--- config.mk ---
export PLATFORM = sky130hd
export DESIGN_NAME = cdu_drive_scheduler_flat
export DESIGN_NICKNAME = d
export VERILOG_FILES = /design/src/rtl/cdu_drive_scheduler_pkg.sv /design/src/rtl/cdu_drive_scheduler_if.sv /design/src/rtl/cdu_drive_scheduler_rr_arbiter.sv /design/src/rtl/cdu_drive_scheduler.sv /design/src/flat_wrapper.sv
export SDC_FILE = /design/constraint.sdc
export NUM_CORES = 1
export LEC_CHECK = 0
export CAP_MARGIN = 20
export CORE_ASPECT_RATIO = 0.75
export CORE_MARGIN = 5
export CORE_UTILIZATION = 25
export CTS_BUF_LIST = sky130_fd_sc_hd__clkbuf_16
export CTS_CLUSTER_DIAMETER = 100
export DETAILED_ROUTE_END_ITERATION = 8
export MAX_ROUTING_LAYER = met4
export PLACE_DENSITY = 0.4
export SLEW_MARGIN = 20
export SYNTH_ARGS = -nofsm -noshare
export SYNTH_HDL_FRONTEND = slang
export SYNTH_SLANG_ARGS = --single-unit
--- constraint.sdc ---
create_clock -name clk -period 7.55 [get_ports clk]
set_input_delay 1.8875 -clock clk [delete_from_list [all_inputs] [get_ports clk]]
set_output_delay 1.8875 -clock clk [all_outputs]
set_load 0.005 [all_outputs]
--- src/rtl/cdu_drive_scheduler_pkg.sv ---
// -----------------------------------------------------------------------------
// cdu_drive_scheduler_pkg
// Shared definitions for the CDU drive scheduler: register offsets on the
// monitor bus, scheduler state encodings, pending-count limits and small
// helpers used by the scheduler and its round-robin arbiter.
// No ports (package).
// -----------------------------------------------------------------------------
package cdu_drive_scheduler_pkg;

    localparam int N_AXES = 5;

    typedef logic [15:0] word_t;
    typedef logic [N_AXES-1:0] axis_mask_t;

    // Register offsets (low three address bits; upper address bits must be 0)
    localparam logic [2:0] CDU_SCHED_REG_DX    = 3'd0;
    localparam logic [2:0] CDU_SCHED_REG_DY    = 3'd1;
    localparam logic [2:0] CDU_SCHED_REG_DZ    = 3'd2;
    localparam logic [2:0] CDU_SCHED_REG_DT    = 3'd3;
    localparam logic [2:0] CDU_SCHED_REG_DS    = 3'd4;
    localparam logic [2:0] CDU_SCHED_REG_CTRL  = 3'd5;
    localparam logic [2:0] CDU_SCHED_REG_GAP   = 3'd6;
    localparam logic [2:0] CDU_SCHED_REG_DROPS = 3'd7;

    // Scheduler state encodings
    localparam logic [1:0] ST_IDLE = 2'd0;
    localparam logic [1:0] ST_REQ  = 2'd1;
    localparam logic [1:0] ST_GAP  = 2'd2;

    localparam logic signed [17:0] PEND_MAX = 18'sd32767;
    localparam logic signed [17:0] PEND_MIN = -18'sd32767;

    // Clamp an 18-bit intermediate pending value to [-32767, +32767].
    function automatic word_t sat_pending(input logic signed [17:0] sum);
        if (sum > PEND_MAX)
            return 16'h7FFF;
        else if (sum < PEND_MIN)
            return 16'h8001;
        else
            return sum[15:0];
    endfunction

    // Index of the set bit of a one-hot axis mask (0 when the mask is empty).
    function automatic logic [2:0] onehot_to_idx(input axis_mask_t oh);
        logic [2:0] idx;
        idx = 3'd0;
        for (int i = 0; i < N_AXES; i++)
            if (oh[i]) idx = 3'(i);
        return idx;
    endfunction

endpackage

--- src/rtl/cdu_drive_scheduler_if.sv ---
// -----------------------------------------------------------------------------
// cdu_drive_scheduler_if
// Monitor register bus as seen by the CDU drive scheduler.
//   read_en    : read strobe                    (master -> slave)
//   write_en   : write strobe                   (master -> slave)
//   addr[15:0] : register address               (master -> slave)
//   data_in    : write data                     (master -> slave)
//   write_done : one-cycle write acknowledge    (slave -> master)
//   data_out   : read data, 0 when not reading  (slave -> master)
// -----------------------------------------------------------------------------
interface cdu_drive_scheduler_if;
    logic        read_en;
    logic        write_en;
    logic        write_done;
    logic [15:0] addr;
    logic [15:0] data_in;
    logic [15:0] data_out;

    modport master (
        output read_en, write_en, addr, data_in,
        input  write_done, data_out
    );

    modport slave (
        input  read_en, write_en, addr, data_in,
        output write_done, data_out
    );
endinterface

--- src/rtl/cdu_drive_scheduler_rr_arbiter.sv ---
// -----------------------------------------------------------------------------
// cdu_rr_arbiter
// Combinational 5-way round-robin picker. Searches from the axis after the
// last grant, in X..S order with wrap, and returns the first eligible axis.
//   eligible[4:0]   : axes that may be granted
//   last_grant[4:0] : one-hot last granted axis (register held by the parent)
//   grant[4:0]      : one-hot pick, all zero when nothing is eligible
// -----------------------------------------------------------------------------
module cdu_rr_arbiter
    import cdu_drive_scheduler_pkg::*;
(
    input  axis_mask_t eligible,
    input  axis_mask_t last_grant,
    output axis_mask_t grant
);

    logic [2:0] last_idx;
    logic [2:0] cand;
    logic       found;

    always_comb begin
        grant    = '0;
        found    = 1'b0;
        last_idx = onehot_to_idx(last_grant);
        cand     = 3'd0;
        // k = N_AXES lands back on the last-granted axis, so it is considered last
        for (int k = 1; k <= N_AXES; k++) begin
            cand = 3'((int'(last_idx) + k) % N_AXES);
            if (!found && eligible[cand]) begin
                grant[cand] = 1'b1;
                found       = 1'b1;
            end
        end
    end

endmodule

--- src/rtl/cdu_drive_scheduler.sv ---
// -----------------------------------------------------------------------------
// cdu_drive_scheduler
// Issues CDU counter increment/decrement requests to the AGC for the five CDU
// counter cells (X, Y, Z, T, S). Software deposits signed pulse counts per
// axis; a round-robin scheduler shares the single request path, one request
// outstanding at a time, with a programmable idle gap between requests.
//
// Ports:
//   clk           : system clock
//   rst_n         : asynchronous active-low reset
//   bus           : monitor register bus (slave modport)
//   cdu_ack[4:0]  : per-axis counter-serviced level from the AGC (bit0 = X)
//   pcdu[4:0]     : per-axis plus-count request level
//   mcdu[4:0]     : per-axis minus-count request level
//
// Parameter TIMEOUT_CYCLES: acknowledge wait limit in REQ.
// Optional feature macro CDU_SCHED_TIMEOUT_EN: when defined, a request with no
// acknowledge after TIMEOUT_CYCLES cycles is dropped and counted in DROPS.
//
// state    | meaning
// ---------+---------------------------------------------------------------
// ST_IDLE  | no request; grant next eligible axis round-robin
// ST_REQ   | pcdu/mcdu driven for granted axis, waiting for ack rising edge
// ST_GAP   | inter-request spacing, counts GAP down to 0
// -----------------------------------------------------------------------------
module cdu_drive_scheduler
    import cdu_drive_scheduler_pkg::*;
#(
    parameter int TIMEOUT_CYCLES = 4096
) (
    input  logic                   clk,
    input  logic                   rst_n,
    cdu_drive_scheduler_if.slave   bus,
    input  axis_mask_t             cdu_ack,
    output axis_mask_t             pcdu,
    output axis_mask_t             mcdu
);

    word_t      pending  [N_AXES];
    word_t      pend_next[N_AXES];
    axis_mask_t enable;
    word_t      gap_reg;
    word_t      drops;

    logic [1:0] state;
    axis_mask_t grant_oh;
    axis_mask_t last_grant;
    axis_mask_t arb_grant;
    axis_mask_t eligible;
    axis_mask_t ack_q;
    axis_mask_t ack_rise;
    logic       dir_minus;
    word_t      gap_cnt;

    logic       in_range;
    logic [2:0] reg_sel;
    logic       wr;
    logic       clear_all;
    logic       ack_hit;
    logic       complete;
    logic       grant_neg;
    logic       timeout_fire;
    word_t      rd_mux;

    assign in_range  = (bus.addr[15:3] == 13'd0);
    assign reg_sel   = bus.addr[2:0];
    assign wr        = bus.write_en && in_range;
    assign clear_all = wr && (reg_sel == CDU_SCHED_REG_CTRL) && bus.data_in[15];

    always_comb begin
        eligible = '0;
        for (int i = 0; i < N_AXES; i++)
            eligible[i] = enable[i] && (pending[i] != 16'd0);
    end

    cdu_rr_arbiter u_arb (
        .eligible   (eligible),
        .last_grant (last_grant),
        .grant      (arb_grant)
    );

    assign grant_neg = pending[onehot_to_idx(arb_grant)][15];

    // Ack edges from non-granted axes are masked out by grant_oh.
    assign ack_rise = cdu_ack & ~ack_q;
    assign ack_hit  = |(ack_rise & grant_oh);
    assign complete = (state == ST_REQ) && ack_hit && !clear_all;

    // Bus addend and completion both land in the same update.
    always_comb begin
        for (int i = 0; i < N_AXES; i++) begin
            logic signed [17:0] sum;
            logic signed [17:0] addend;
            logic signed [17:0] issued;
            addend = (wr && (reg_sel == 3'(i))) ? 18'($signed(bus.data_in)) : 18'sd0;
            if (complete && grant_oh[i])
                issued = dir_minus ? -18'sd1 : 18'sd1;
            else
                issued = 18'sd0;
            sum          = 18'($signed(pending[i])) + addend - issued;
            pend_next[i] = sat_pending(sum);
        end
    end

`ifdef CDU_SCHED_TIMEOUT_EN
    localparam int TW = (TIMEOUT_CYCLES > 1) ? $clog2(TIMEOUT_CYCLES) : 1;
    localparam logic [TW-1:0] TO_LAST = TW'(TIMEOUT_CYCLES - 1);

    logic [TW-1:0] to_cnt;

    assign timeout_fire = (state == ST_REQ) && !ack_hit && !clear_all && (to_cnt == TO_LAST);

    always_ff @(posedge clk or negedge rst_n) begin
        if (!rst_n)
            drops <= '0;
        else if (wr && (reg_sel == CDU_SCHED_REG_DROPS))
            drops <= '0;
        else if (timeout_fire && (drops != 16'hFFFF))
            drops <= drops + 16'd1;
    end

    always_ff @(posedge clk or negedge rst_n) begin
        if (!rst_n)
            to_cnt <= '0;
        else if (state != ST_REQ)
            to_cnt <= '0;
        else if (!timeout_fire)
            to_cnt <= to_cnt + 1'b1;
    end
`else
    logic unused_timeout;
    assign unused_timeout = (TIMEOUT_CYCLES == 0);
    assign timeout_fire   = 1'b0;
    assign drops          = '0;
`endif

    always_comb begin
        rd_mux = '0;
        case (reg_sel)
            CDU_SCHED_REG_DX:    rd_mux = pending[0];
            CDU_SCHED_REG_DY:    rd_mux = pending[1];
            CDU_SCHED_REG_DZ:    rd_mux = pending[2];
            CDU_SCHED_REG_DT:    rd_mux = pending[3];
            CDU_SCHED_REG_DS:    rd_mux = pending[4];
            CDU_SCHED_REG_CTRL:  rd_mux = {11'd0, enable};
            CDU_SCHED_REG_GAP:   rd_mux = gap_reg;
            CDU_SCHED_REG_DROPS: rd_mux = drops;
            default:             rd_mux = '0;
        endcase
    end

    // Register file and bus responses
    always_ff @(posedge clk or negedge rst_n) begin
        if (!rst_n) begin
            for (int i = 0; i < N_AXES; i++)
                pending[i] <= '0;
            enable         <= '0;
            gap_reg        <= '0;
            bus.write_done <= 1'b0;
            bus.data_out   <= '0;
        end else begin
            bus.write_done <= bus.write_en;
            bus.data_out   <= (bus.read_en && in_range) ? rd_mux : 16'd0;
            for (int i = 0; i < N_AXES; i++)
                pending[i] <= clear_all ? 16'd0 : pend_next[i];
            if (wr && (reg_sel == CDU_SCHED_REG_CTRL))
                enable <= bus.data_in[4:0];
            if (wr && (reg_sel == CDU_SCHED_REG_GAP))
                gap_reg <= bus.data_in;
        end
    end

    // Scheduler
    always_ff @(posedge clk or negedge rst_n) begin
        if (!rst_n) begin
            state      <= ST_IDLE;
            grant_oh   <= '0;
            last_grant <= 5'b10000;
            dir_minus  <= 1'b0;
            gap_cnt    <= '0;
            pcdu       <= '0;
            mcdu       <= '0;
            ack_q      <= '0;
        end else begin
            ack_q <= cdu_ack;
            if (clear_all) begin
                state    <= ST_IDLE;
                grant_oh <= '0;
                pcdu     <= '0;
                mcdu     <= '0;
            end else begin
                case (state)
                    ST_IDLE: begin
                        if (|eligible) begin
                            grant_oh   <= arb_grant;
                            last_grant <= arb_grant;
                            dir_minus  <= grant_neg;
                            pcdu       <= grant_neg ? 5'd0 : arb_grant;
                            mcdu       <= grant_neg ? arb_grant : 5'd0;
                            state      <= ST_REQ;
                        end
                    end
                    ST_REQ: begin
                        if (ack_hit || timeout_fire) begin
                            pcdu    <= '0;
                            mcdu    <= '0;
                            gap_cnt <= gap_reg;
                            state   <= ST_GAP;
                        end
                    end
                    ST_GAP: begin
                        if (gap_cnt == 16'd0)
                            state <= ST_IDLE;
                        else
                            gap_cnt <= gap_cnt - 16'd1;
                    end
                    default: begin
                        state <= ST_IDLE;
                        pcdu  <= '0;
                        mcdu  <= '0;
                    end
                endcase
            end
        end
    end

endmodule

--- src/flat_wrapper.sv ---
// flat-port wrapper written by rule: the top's interface ports become plain ports
module cdu_drive_scheduler_flat import cdu_drive_scheduler_pkg::*;
#(
    parameter int TIMEOUT_CYCLES = 4096
)
  (clk, rst_n, cdu_ack, pcdu, mcdu, bus_read_en, bus_write_en, bus_addr, bus_data_in, bus_write_done, bus_data_out);
  cdu_drive_scheduler_if bus_i ();
  input  logic clk;
  input  logic rst_n;
  input  axis_mask_t cdu_ack;
  output axis_mask_t pcdu;
  output axis_mask_t mcdu;
  input wire logic [$bits(bus_i.read_en)-1:0] bus_read_en;
  input wire logic [$bits(bus_i.write_en)-1:0] bus_write_en;
  input wire logic [$bits(bus_i.addr)-1:0] bus_addr;
  input wire logic [$bits(bus_i.data_in)-1:0] bus_data_in;
  output wire logic [$bits(bus_i.write_done)-1:0] bus_write_done;
  output wire logic [$bits(bus_i.data_out)-1:0] bus_data_out;
  assign bus_i.read_en = bus_read_en;
  assign bus_i.write_en = bus_write_en;
  assign bus_i.addr = bus_addr;
  assign bus_i.data_in = bus_data_in;
  assign bus_write_done = bus_i.write_done;
  assign bus_data_out = bus_i.data_out;
  cdu_drive_scheduler #(.TIMEOUT_CYCLES(TIMEOUT_CYCLES)) u_core (.clk(clk), .rst_n(rst_n), .bus(bus_i), .cdu_ack(cdu_ack), .pcdu(pcdu), .mcdu(mcdu));
endmodule
==> run metrics, run 1 <==
Slew Limit Fails=0; fmax=140.0 MHz; sw frac=50.62%; P_sw=0.004698 W; setup violators final=0; sequential power share=15.9%; Final Cycle Share=94.62%; die width=294.7 um; Synth Instances=1823; sequential share of the synthesized area=26.53%; Num CTS Buffers=17; kind of critical path=in2reg; worst-skew pair later-pin latency=0.46 ns; Placeable Area=60310 um^2; Fillers=6470; Tot Pwr=0.009281 W; H-tree depth=4; Die Footprint=65860 um^2; RD Place Congestion=0.8809; leak pwr=8.231 nW; synth unique cells=85; worst hold-check path type=reg2reg; final core occ=30.11%; WP data arrival=7.48 ns; gr usage total=18.37%; first-pass GRT wire length=89420 um; ANT cells=0; Peak VDD IR=0.2059 mV; ys flop type=dfrtp_1; vias in the first global route=13.86k; DRC=0; CP max FO=11; Internal Power=0.004583 W; combinational fraction of design power=74.0%; actual slew at the worst max-slew pin=1.019 ns; RSZ-0062 raised after global routing=no; DIE HEIGHT=223.5 um; Synth Register Bits=161; Worst Skew=0.01085 ns; Iter 0 DRT Violations=993; worst path required time=7.89 ns; pin count of the biggest net entering global routing=76; PortBufs=67; clock power share=10.0%; Async SR Flop Fraction=100.0%; Largest Register=u_core.pending; Setup crit start kind=input pin; Syn Nets=2039; crit path capture type=flip-flop; CTS sink cnt=161; GRT overflow=0; Yosys Warn Count=0; Syn Area/Cell=8.334 um^2; P&R area growth vs syn=19.52%; vias per inst=5.035; Largest register FFs=80; DRT Wirelength=59100 um; Reg clk slew, reported paths=0.08 ns; remaining antenna violation count=0; wire per inst=21.25 um; Nets=2184; final hold viol count=0; Mapped Area=15190 um^2; Power per Cell Area=511.1 nW/um^2; Clock Tree Buf Depth=2; # rows=78; initial core utilization=25.19%; initial antenna violation count=4; min cycle time layout=7.144 ns; CTS tree=yes; status=finished clean; Post-DP HPWL=47870 um; via count=14.00k; I/O pin count=68; CTS Root Cell=clkbuf_16; Inst Count DP=2749; non-filler instance count after layout=2781; max_cap viols=0; Slew headroom=31.21%; layout cell share with drive strength beyond 1=10.50%; first drt pass iteration count=5; Post-synth EDFFs=0
## worst paths after layout
path | start | to | slack [ns] | cells after the start
worst max-delay path | bus_addr[9] | u_core.pending[17]$_DFF_PN0_ | 0.41 | 26
worst min-delay path | u_core.pcdu[2]$_DFFE_PN0P_ | u_core.pcdu[2]$_DFFE_PN0P_ | 0.49 | 2
worst max register to register | u_core.grant_oh[2]$_DFFE_PN0P_ | u_core.pending[17]$_DFF_PN0_ | 1.82 | 25
worst min register to register | u_core.pcdu[2]$_DFFE_PN0P_ | u_core.pcdu[2]$_DFFE_PN0P_ | 0.49 | 2
max in group asynchronous | rst_n | u_core.bus.data_out[0]$_DFF_PN0_ | 5.08 | 2
min in group asynchronous | rst_n | u_core.mcdu[1]$_DFFE_PN0P_ | 1.28 | 1
## timing repair
item,in CTS,in global routing
endpoints found under the hold margin,0,0
hold buffers,0,0
gates resized for setup,0,2
setup buffers,0,0
setup endpoints to repair,0,23
## synthesized netlist by cell type, drive strengths merged, types with 13 or more instances
library cell  number  area share (%)
nand2            177             4.4
and2              27             1.1
nor2             117             2.9
o21ai            103             3.4
a211oi            17            0.84
nand2b            24            0.99
o211ai            20            0.99
inv              292             7.2
o31ai             15            0.83
o21a              30             1.5
or4               17            0.89
nor2b             31             1.3
a31oi             14            0.58
xnor2             35             2.0
ha                95             7.8
clkbuf            54             1.3
nand4             21            0.86
nor4              20            0.82
nand3             32             1.1
xor2              21             1.2
nor3              35             1.2
dfrtp            160              26
a21oi            103             3.4
or3               13            0.54
fa                80              11
o22ai             19            0.78
mux2i             17             1.1
a21o              22             1.1
mux2              24             1.8
## worst max-delay path, stage by stage
cell             delay (ns)
clkdlybuf4s50_1        0.46
nor4_1                 0.05
and4_1                 0.24
and2_1                 0.19
nand3_1                0.20
nor2_2                 0.06
nor3_1                 0.25
buf_4                  0.26
nand3_1                0.18
inv_1                  0.33
buf_12                 0.21
fa_1                   0.43
inv_1                  0.08
ha_1                   0.26
o21a_1                 0.20
o21ai_0                0.09
nand2b_1               0.11
a21boi_0               0.18
a41oi_1                0.06
buf_4                  0.17
o21ai_0                0.33
buf_4                  0.18
a221o_1                0.28
nand3_1                0.22
buf_4                  0.23
a221oi_1               0.33
## cell type report
class / count / area [um^2] / share of cell area (%)
repair buffers: 184 / 1579 / 8.696
inverters: 293 / 1100 / 6.057
flip-flops and latches: 161 / 4030 / 22.19
well taps: 800 / 1001 / 5.512
clock inverters: 15 / 170.2 / 0.9371
multi-input cells: 1311 / 9853 / 54.26
clock buffers: 17 / 425.4 / 2.343
## per-stage QoR
stage	hold slack (ns)	setup TNS (ns)	cell area (um^2)	setup slack [ns]
2_1_floorplan	0.4665	0	15190	0.2823
3_3_place_gp	0.4786	-1.127	17550	-0.07959
3_5_place_dp	0.4740	-2.208	17550	-0.1157
4_1_cts	0.4930	0	18150	0.3353
5_1_grt	0.5220	0	18160	0.01405
6_report	0.4861	0	18160	0.4064
## placed cells by master, fill, tap and decap left out, drive strengths merged, types with 13 or more instances in the layout
cell and n:
inv 300, nand2 177, dfrtp 160, buf 118, nor2 117, a21oi 103
o21ai 103, ha 95, fa 80, clkdlybuf4s50 66, nor3 35, xnor2 35
nand3 32, nor2b 31, o21a 30, and2 27, nand2b 24, mux2 24
a21o 22, nand4 21, xor2 21, nor4 20, o211ai 20, o22ai 19
mux2i 17, a211oi 17, clkbuf 17, or4 17, o31ai 15, a31oi 14
or3 13
## power groups by stage
stage	clock [W]	sequential [W]	combinational, W
floorplan	0	0.00132	0.00450
global placement	0	0.00149	0.00681
detailed placement	0	0.00149	0.00679
CTS	0.000951	0.00147	0.00684
global route	0.000984	0.00150	0.00765
finish	0.000930	0.00148	0.00687
## metal layers
| layer | vias up | track usage [%] | part of all wire, % |
|---|---|---|---|
| met5 | - | - | 0 |
| met4 | 0 | 3.765 | 1.9 |
| met3 | 45 | 4.678 | 7.1 |
| met2 | 417 | 24.08 | 39 |
| met1 | 6890 | 28.06 | 52 |
| li1 | 6651 | - | - |
## kinds of logic after synthesis
group                      count (synthesis)  share of synthesized area (%)
buffers and inverters                    351                          8.680
AOI/OAI and AO/OA                        476                          21.89
DFF                                      161                          26.53
xor gates and xnor gates                  56                          3.228
and+or+nand+nor                          563                          18.41
adders and majority gates                175                          18.36
muxes                                     41                          2.899
(Power assumes the default switching activity.)
==> inputs of run 2 (changes only) <==
Settings changed: SYNTH_HIERARCHICAL set to 1.
==> run metrics, run 2 <==
Iter 0 DRT Violations=1119 (+13%); Post-DP HPWL=47800 um (-0.14%); via count=14.52k (+3.7%); Area after DPL=18310 um^2 (+4.3%); PortBufs=67 (unchanged); Slowest-stage cell, CP=fa_1; Slew Limit Fails=0 (unchanged); setup ws final=0.5304 ns (+0.1241 ns); Syn Nets=2068 (+1.4%); max_cap viols=0 (unchanged); Syn Area/Cell=8.173 um^2 (-1.9%); Worst Skew=0.01398 ns (+0.003132 ns); fmax=142.5 MHz (+1.8%); Setup crit start kind=input pin; vias per inst=4.981 (-1.1%); vias in the first global route=14.34k (+3.4%); worst hold-check path type=reg2reg; first drt pass iteration count=5 (unchanged); CTS Root Cell=clkbuf_16; initial core utilization=25.14% (-0.053 points); CP dominant cell by count=buf_4; CP max FO=11 (unchanged); initial antenna violation count=3 (-1); DRC=0 (unchanged); most frequent cells in the layout=inv_1, buf_4, nand2_1; die width=294.1 um (-0.18%); pin count of the biggest net entering global routing=68 (-11%); Largest Register=u_core/pending; CP peak stage delay=0.53 ns (+0.07 ns); Worst Reg-to-Reg Cells=21 (-16%); Clock Tree Buf Depth=2 (unchanged); worst r2r src=u_core/grant_oh[2]$_DFFE_PN0P_; worst path required time=7.91 ns (+0.02 ns); setup_tns=0 ns (unchanged); RSZ-0062 raised after global routing=no; capture point of the worst reg-to-reg path=u_core/pending[11]$_DFF_PN0_; Num CTS Buffers=17 (unchanged); critical path startpoint=bus_addr[4]; Largest register FFs=80 (unchanged); Nets=2319 (+6.2%); actual slew at the worst max-slew pin=1.039 ns (+0.02003 ns); CTS sink cnt=161 (unchanged); setup violators final=0 (unchanged); Final Cycle Share=92.97% (-1.6 points); GRT overflow=0 (unchanged); CTS tree=yes; remaining antenna violation count=0 (unchanged); RD Place Congestion=0.9207 (+4.5%); Synth Instances=1852 (+1.6%); family with the most delay on the worst path=simple AND/OR/NAND/NOR gates; fin area=18860 um^2 (+3.9%); I/O pin count=68 (unchanged); Die Footprint=65620 um^2 (-0.36%); Post-CTS Setup Bufs=0 (unchanged); # rows=78 (unchanged); DIE HEIGHT=223.1 um (-0.18%); worst-skew pair later-pin latency=0.45 ns (about the same); layout cell share with drive strength beyond 1=14.89% (+4.4 points); Yosys Warn Count=6 (+6); CP Buf/Inv Count=6 (-2); min cycle time layout=7.020 ns (-0.1241 ns); worst hold-check slack=0.4812 ns (-0.004939 ns); worst-path cell chain=clkdlybuf4s50_1 > or4_1 > nor4_1 > buf_4 > nand2_1 > nor2_1 > buf_4 > nor3_1 > buf_4 > nand3_1 > inv_1 > fa_1 > inv_1 > ha_1 > a21o_1 > a21o_1 > o21ai_0 > o21ai_0 > a31oi_1 > xor2_1 > nand3_1 > or4_1 > a21oi_1; Reg clk slew, reported paths=0.06 ns (-0.02 ns); final hold viol count=0 (unchanged); wire per inst=20.37 um (-4.2%); Mapped Area=15140 um^2 (-0.37%); first-pass GRT wire length=91020 um (+1.8%); worst slack, placed=-0.03476 ns (+0.08093 ns); commonest non-fill, non-tap cell in the layout=inv_1; Placeable Area=60220 um^2 (-0.16%); kind of critical path=in2reg; CP Depth=23 (-12%); gr usage total=18.57% (+0.20 points); crit path capture=u_core/pending[0]$_DFF_PN0_; P&R area growth vs syn=24.60%; Slew headroom=30.51% (-0.70 points); status=finished clean; DRT Wirelength=59400 um (+0.50%); setup slack, reg-to-reg=2.07 ns (+0.25 ns); crit path capture type=flip-flop; H-tree depth=4 (unchanged); WP data arrival=7.38 ns (-0.10 ns)
==> run 2: cell type report <==
cell class	count	area [um^2]
tap	800	1001
multi-input combinational	1367	9871
timing repair buffer	295	2434
clock inverter	14	117.6
antenna	1	2.502
sequential	161	4030
fill	6420	41350
clock buffer	17	425.4
inverter	261	979.7
==> run 2: worst min path at each step <==
stage                                  startpoint                             to  slack (ns)  depth (start not counted)
CTS                    u_core/pcdu[2]$_DFFE_PN0P_     u_core/pcdu[2]$_DFFE_PN0P_        0.49                          2
floorplan           u_core/gap_cnt[7]$_DFFE_PN0P_  u_core/gap_cnt[7]$_DFFE_PN0P_        0.46                          2
global route           u_core/mcdu[1]$_DFFE_PN0P_     u_core/mcdu[1]$_DFFE_PN0P_        0.53                          2
global placement       u_core/mcdu[3]$_DFFE_PN0P_     u_core/mcdu[3]$_DFFE_PN0P_        0.47                          2
detailed placement     u_core/pcdu[2]$_DFFE_PN0P_     u_core/pcdu[2]$_DFFE_PN0P_        0.47                          2
finish                 u_core/mcdu[3]$_DFFE_PN0P_     u_core/mcdu[3]$_DFFE_PN0P_        0.48                          2
==> run 2: metal layers <==
| layer | track usage, % | wire (um) | up-vias |
|---|---|---|---|
| met5 | - | 0 | - |
| met4 | 2.026 | 431 | 0 |
| met3 | 3.055 | 3311 | 26 |
| met2 | 26.34 | 24590 | 394 |
| met1 | 28.54 | 31070 | 7175 |
| li1 | - | - | 6929 |
==> run 2: tightest hold or removal path, cell delays in order (launching register included) <==
cell,delay (ns)
dfrtp_1,0.34
nand2_1,0.05
o21ai_0,0.06
==> run 2: what timing repair did <==
| action | in CTS | in global routing |
|---|---|---|
| resized for setup | 0 | 2 |
| hold buffers | 0 | 0 |
| endpoints found under the setup margin | 0 | 14 |
==> run 2: stage by stage <==
step / util (%) / std cells
after global routing: 31.32 / 2915
after global placement: 30.41 / 2884
after CTS: 31.32 / 2915
after floorplan: - / 1852
after detailed placement: 30.41 / 2884
final: 31.32 / 2916
Power of run 2 is left out: the tool's default activity adds up to more than one toggle a clock period on the data nets, which glitch-free logic cannot reach.
